File: config.mk
export PLATFORM = sky130hd
export DESIGN_NAME = mem_rd_arbiter
export DESIGN_NICKNAME = d
export VERILOG_FILES = /design/src/rtl/mem_rd_arbiter.sv
export SDC_FILE = /design/constraint.sdc
export NUM_CORES = 1
export LEC_CHECK = 0
export CORE_MARGIN = 4
export CORE_UTILIZATION = 30
export CTS_CLUSTER_DIAMETER = 50
export DETAILED_ROUTE_END_ITERATION = 10
export GPL_ROUTABILITY_DRIVEN = 0
export SYNTH_ARGS = -nofsm -noshare
export SYNTH_HDL_FRONTEND = slang
export SYNTH_SLANG_ARGS = --single-unit
File: constraint.sdc
create_clock -name clk -period 1.6 [get_ports clk]
set_clock_uncertainty 0.1 [all_clocks]
set_input_delay 0.24 -clock clk [delete_from_list [all_inputs] [get_ports clk]]
set_output_delay 0.24 -clock clk [all_outputs]
set_load 0.02 [all_outputs]
File: src/rtl/mem_rd_arbiter.sv
// Round-robin read arbiter: instruction and data cache miss paths share one
// main-memory read port, with one outstanding line read at a time.
module mem_rd_arbiter #(
   parameter int unsigned ADDR_W = 32,
   parameter int unsigned LINE_W = 128
) (
   input  logic              clk,
   input  logic              rst_n,
   input  logic [ADDR_W-1:0] ic_addr,
   input  logic              ic_ldp,
   output logic              ic_ldr,
   output logic [LINE_W-1:0] ic_ldData,
   input  logic [ADDR_W-1:0] dc_addr,
   input  logic              dc_ldp,
   output logic              dc_ldr,
   output logic [LINE_W-1:0] dc_ldData,
   output logic [ADDR_W-1:0] mem_addr,
   output logic              mem_ldp,
   input  logic              mem_ldr,
   input  logic [LINE_W-1:0] mem_ldData
);

   typedef enum logic [1:0] {
      IDLE = 2'd0,
      REQ  = 2'd1,
      RESP = 2'd2
   } state_t;

   localparam logic GNT_IC = 1'b0;
   localparam logic GNT_DC = 1'b1;

   state_t            state_q;
   logic              win_q;
   logic              last_q;
   logic [ADDR_W-1:0] mem_addr_q;
   logic              mem_ldp_q;
   logic              ic_ldr_q;
   logic              dc_ldr_q;
   logic [LINE_W-1:0] ic_ldData_q;
   logic [LINE_W-1:0] dc_ldData_q;

   // IC wins when it is the only petitioner or when DC was served last.
   logic grant_ic_c;
   assign grant_ic_c = ic_ldp && (!dc_ldp || (last_q == GNT_DC));

   always_ff @(posedge clk) begin
      if (!rst_n) begin
         state_q     <= IDLE;
         win_q       <= GNT_IC;
         last_q      <= GNT_DC;
         mem_addr_q  <= '0;
         mem_ldp_q   <= 1'b0;
         ic_ldr_q    <= 1'b0;
         dc_ldr_q    <= 1'b0;
         ic_ldData_q <= '0;
         dc_ldData_q <= '0;
      end else begin
         ic_ldr_q <= 1'b0;
         dc_ldr_q <= 1'b0;
         unique case (state_q)
            IDLE: begin
               if (grant_ic_c) begin
                  win_q      <= GNT_IC;
                  mem_addr_q <= ic_addr;
                  mem_ldp_q  <= 1'b1;
                  state_q    <= REQ;
               end else if (dc_ldp) begin
                  win_q      <= GNT_DC;
                  mem_addr_q <= dc_addr;
                  mem_ldp_q  <= 1'b1;
                  state_q    <= REQ;
               end
            end
            REQ: begin
               // Line goes straight to the winner so its ldr rises in RESP.
               if (mem_ldr) begin
                  mem_ldp_q <= 1'b0;
                  last_q    <= win_q;
                  state_q   <= RESP;
                  if (win_q == GNT_DC) begin
                     dc_ldr_q    <= 1'b1;
                     dc_ldData_q <= mem_ldData;
                  end else begin
                     ic_ldr_q    <= 1'b1;
                     ic_ldData_q <= mem_ldData;
                  end
               end
            end
            RESP: begin
               state_q <= IDLE;
            end
            default: begin
               state_q <= IDLE;
            end
         endcase
      end
   end

   assign mem_addr  = mem_addr_q;
   assign mem_ldp   = mem_ldp_q;
   assign ic_ldr    = ic_ldr_q;
   assign dc_ldr    = dc_ldr_q;
   assign ic_ldData = ic_ldData_q;
   assign dc_ldData = dc_ldData_q;

endmodule

# Yosys cells after proc, flatten, opt, wreduce, memory -nomap -nowiden
# Index checks and enable logic that the tools add are counted.
[totals]
in_bits = 197
out_inout_bits = 291
wordCells = 39
ff_bits = 295
[classes]
n_mux = 13
eq_ne = 3
reduce_logical = 13
n_bitwise = 1
[op_table]
columns = ["cell", "count"]
rows = [
  ["$mux 32", 2],
  ["$reduce_and 3->1", 4],
  ["$mux 1", 6],
  ["$mux 2", 3],
  ["$reduce_and 2->1", 3],
  ["$pmux 2 s2", 1],
  ["$reduce_bool 2->1", 2],
  ["$ne 3x3->1 const B", 1],
  ["$eq 2x1->1 const B", 1],
  ["$logic_not 2->1", 1],
  ["$ne 2x2->1 const B", 1],
  ["$pmux 1 s2", 1],
  ["$logic_and 1x1->1", 1],
  ["$logic_not 1->1", 1],
  ["$logic_or 1x1->1", 1],
  ["$not 1->1", 1],
]

# Longest topological paths before layout
[depth]
word_depth = 5
ltp_mapped = 6
ltp_nobuf = 3

# Worst setup path after synthesis
# Ideal clock, no wire load.
[synth_timing]
path_kind = "reg-to-reg"
from = "register last_q"
to = "register mem_addr_q[26], in the netlist mem_addr[26]"
setup_time_ns = 0.122
required_time_ns = 1.378
period_less_slack_ns = 1.387
n_path_buf = 2
stages_incl_launch_ff = 6
t_arrival_ns = 1.165
slack_ns = 0.213
cell_sequence = "dfxtp_1 nand2b_1 buf_2 clkbuf_1 and3_1 o311a_1"
[synth_via]
elab_chain_len = 4
word_cells_on_any_way = 5
cone_classes = "mux: 1; reduce/logical: 4"
[synth_lines]
columns = ["item", "line", "source"]
rows = [
  ["start, declared", "34", "logic last_q;"],
  ["start signal, assigned", "78", "last_q <= win_q;"],
  ["$logic_or 1x1->1 *", "44", "assign grant_ic_c = ic_ldp && (!dc_ldp || (last_q == GNT_DC));"],
  ["$logic_and 1x1->1 *", "44", ""],
  ["$reduce_bool 2->1 (no line)", "-", ""],
  ["$reduce_and 2->1 (no line)", "-", ""],
  ["end signal, assigned", "64", "mem_addr_q <= ic_addr;"],
  ["end signal, assigned", "69", "mem_addr_q <= dc_addr;"],
  ["end, declared", "35", "logic [ADDR_W-1:0] mem_addr_q;"],
]
# Every way passes the cells marked *; elsewhere a longest branch is shown, timed or not.
# A chain may end at the register's enable or synchronous reset.

# Worst setup path after layout
[layout_timing]
from = "register dc_ldData_q[79], in the netlist dc_ldData[79]"
to = "output dc_ldData[79]"
[layout_rtl]
columns = ["item", "line", "source"]
rows = [
  ["start, declared", "40", "logic [LINE_W-1:0] dc_ldData_q;"],
  ["start signal, assigned", "82", "dc_ldData_q <= mem_ldData;"],
  ["end, declared", "16", "output logic [LINE_W-1:0] dc_ldData,"],
]
# No word-level cell between the ends.

==> impl_metrics.ini <==
[die]
core.rowCount = 68
die_area_um2 = 38700
die_x_um = 197
core_region_area_um2 = 34800
chipHeight_um = 197
initial_utilization = 0.307
floorplan.io_pins = 488

[timing]
tightest_slew_ns = 0.360
hold_viol = 0
worst_case_headroom_to_the_max_slew_limit = 0.760
fmaxAchievable_ghz = 0.642
final-max-slew-violation-count = 0
fin_hold_ws_ns = 0.0598
min_setup_slack_post_route_ns = 0.0422
layout_worst_path_cycle_share = 0.974
grt_setup_unrepaired = false
setup_viol_count_final = 0
final_period_minus_worst_setup_slack_ns = 1.56

[route]
drtPass1Iterations = 5
total_length_of_routed_wires_mm = 37.3
detail_route.drc_violations = 0
drt_iter0_drc = 291
detailroute.via_count = 10300
wl_per_cell_um = 17.4
postRouteAntennaNets = 0
via_per_inst = 4.81

[setup_path]
critical_path_class = register to primary output
reg2reg_from = last_q$_SDFFE_PN1P_
crit-reg2reg-capture = mem_addr[24]$_SDFFE_PN0P_
crit_path_end = dc_ldData[79]
worst_ep_required_time_ns = 1.26
critPathBufInv = 1
worst_setup_path_startpoint = dc_ldData[79]$_SDFFE_PN0P_
cp.depth = 1
worstSetupEndpointType = primary output
slowest_stage = sky130_fd_sc_hd__dlygate4sd2_1
worst_path_dominant_cell_family = buffers and inverters
cp_cell_sequence = dlygate4sd2_1
register_to_register_setup_slack_ns = 0.11
max_stage_delay_ns = 0.38
worst-r2r-cell-count = 4
worstPathMaxFanout = 2
worst-endpoint-arrival_ns = 1.22
critPathLaunchType = register

[yosys]
synthesis.instances = 1211
synth_area_leader_cell = sky130_fd_sc_hd__dfxtp_1
yosys.area.top_type_share = 0.553
yosys_warnings = 0
synth_nets = 1408
ys_seq_elements = 295
post_synth_num_cell_types = 25
synth_sequential_area_ratio = 0.553
synth_area_um2 = 10700
syn_avg_cell_area_um2 = 8.81
netlist_top_cells_area = sky130_fd_sc_hd__dfxtp_1 (55%), sky130_fd_sc_hd__nand3_1 (12%), sky130_fd_sc_hd__o21ai_1 (6.4%), sky130_fd_sc_hd__o21ai_0 (5.6%), sky130_fd_sc_hd__nand2_1 (4.6%)

[placed_design]
dp.final_hpwl_mm = 27.9
numPortBuffers = 487
pre_cts_ws_ns = -0.245

[outcome]
result_of_the_run = finished clean

[pwr]
power.density_cell_area_nw_per_um2 = 1080
netSwitchingPower_uw = 4570
internal_power_uw = 13900
p_total_uw = 18500
sw_ratio = 0.247
pwr-share-clk = 0.440
leakage_uw = 0.00771
vdd_ir_drop_max_uv = 800
power.share.combinational = 0.138
seqPwrFrac = 0.423

[grt]
first_global_vias = 10000
grt_first_pass_wirelength_mm = 56.5
antenna_violations_before_repair = 0
grt_util_all_layers = 0.180
grt_max_degree = 55
gr-total-overflow = 0

[clock_tree]
tritoncts = built
clock-sinks = 295
clock-root-buffer = sky130_fd_sc_hd__clkbuf_16
clockBufferDepth = 3
clock_pin_slew_worst_setup_and_hold_paths_ns = 0.06
cts_max_level = 2
cts_hold_buf = 0
tritoncts.num_buffers = 37
cts_post_setup_buffers_inserted = 0
clock_latency_ns = 0.49

[job]
maxcap_viol_count = 0

[hold_path]
worst_hold_path_type = primary input to register

[cells_and_area]
drive_above_1_share = 0.0757
finish.net_count = 1864
flow.area_growth_from_synthesis_pct = 61.1
antenna_cells = 0
## through the flow
step	area (um2)	std cells	TNS (ns)	util
2_1_floorplan	10700	1211	0	-
3_3_place_gp	16300	2083	-35.91	0.470
3_5_place_dp	16300	2083	-45.27	0.470
4_1_cts	17200	2146	0	0.494
5_1_grt	17200	2146	0	0.494
6_report	17200	2146	0	0.494
## cells by family after synthesis
family	count (synthesis)	share of synthesized area
buffers and inverters	128	0.0550
AO/OA/AOI/OAI	357	0.198
flip-flops	295	0.553
AND/OR/NAND/NOR	431	0.194
## final cells by class
cell class	count	area, um2
Timing Repair Buffer	544	5330
Sequential cell	295	5910
Multi-Input combinational cell	788	4200
Inverter	1	3.75
Clock buffer	48	1010
Clock inverter	15	186
Fill cell	3428	17600
Tap cell	455	569
## layer usage
metal	wire length, um	track usage
met1	14800	0.209
met2	17500	0.305
met3	3850	0.0721
met4	1190	0.0575
met5	0	0
## timing repair
| action | in CTS | in global routing |
|---|---|---|
| gates resized for setup | 305 | 25 |
| pin swaps | 0 | 0 |
| endpoints found under the setup margin | 291 | 25 |
## power by group through the flow
stage / logic, uW / clock network (uW) / registers [uW]
5_1_grt: 2750 / 8670 / 7850
3_3_place_gp: 2750 / 0 / 7980
4_1_cts: 2570 / 8380 / 7820
2_1_floorplan: 877 / 0 / 8330
3_5_place_dp: 2760 / 0 / 7990
6_report: 2540 / 8130 / 7820
## registers in the layout (all words and copies together) (netlist names)
| register | count |
|---|---|
| dc_ldData | 128 |
| dc_ldr | 1 |
| ic_ldData | 128 |
| ic_ldr | 1 |
| last_q | 1 |
| mem_addr | 32 |
| mem_ldp | 1 |
| state_q | 2 |
| win_q | 1 |
## how the worst min path moves through the flow
stage	from	end	slack [ns]	cells past startpoint
final	rst_n	ic_ldData[55]$_SDFFE_PN0P_	0.06	3
after global routing	rst_n	win_q$_SDFFE_PN0P_	0.06	2
after CTS	rst_n	win_q$_SDFFE_PN0P_	0.04	2
after detailed placement	ic_ldData[97]$_SDFFE_PN0P_	ic_ldData[97]$_SDFFE_PN0P_	0.35	2
after global placement	ic_ldData[23]$_SDFFE_PN0P_	ic_ldData[23]$_SDFFE_PN0P_	0.34	2
after floorplan	mem_ldData[109]	ic_ldData[109]$_SDFFE_PN0P_	0.29	2
## placed cells by master (no fill, tap or decap), types with 2 or more instances in the layout
master                            instances
sky130_fd_sc_hd__a21boi_0                30
sky130_fd_sc_hd__a21boi_1                 2
sky130_fd_sc_hd__a21oi_1                  3
sky130_fd_sc_hd__and3_1                  32
sky130_fd_sc_hd__buf_12                  29
sky130_fd_sc_hd__buf_4                   28
sky130_fd_sc_hd__bufinv_16                4
sky130_fd_sc_hd__clkbuf_1                 7
sky130_fd_sc_hd__clkbuf_16               37
sky130_fd_sc_hd__clkbuf_2                 4
sky130_fd_sc_hd__clkbuf_8                 4
sky130_fd_sc_hd__clkdlybuf4s15_1         22
sky130_fd_sc_hd__clkdlybuf4s15_2          4
sky130_fd_sc_hd__clkdlybuf4s50_1        195
sky130_fd_sc_hd__clkinv_2                 7
sky130_fd_sc_hd__clkinvlp_4               3
sky130_fd_sc_hd__dfxtp_1                294
sky130_fd_sc_hd__dlygate4sd2_1          261
sky130_fd_sc_hd__nand2_1                130
sky130_fd_sc_hd__nand3_1                257
sky130_fd_sc_hd__nor2_1                   5
sky130_fd_sc_hd__o21ai_0                120
sky130_fd_sc_hd__o21ai_1                136
sky130_fd_sc_hd__o21bai_1                32
sky130_fd_sc_hd__o311a_1                 32
## synthesized netlist by cell type (all sizes together)
| library cell | count |
|---|---|
| nand4bb | 1 |
| o21bai | 32 |
| a21oi | 3 |
| nand3b | 1 |
| inv | 1 |
| clkbuf | 43 |
| nand3 | 257 |
| nand2b | 1 |
| or2 | 1 |
| or3b | 1 |
| a21boi | 32 |
| o311a | 32 |
| nand2 | 130 |
| dfxtp | 295 |
| o211a | 1 |
| o21ai | 257 |
| and3 | 32 |
| nor2 | 6 |
| buf | 84 |
| nand4b | 1 |
No activity file was read; power rests on OpenSTA's default activity.
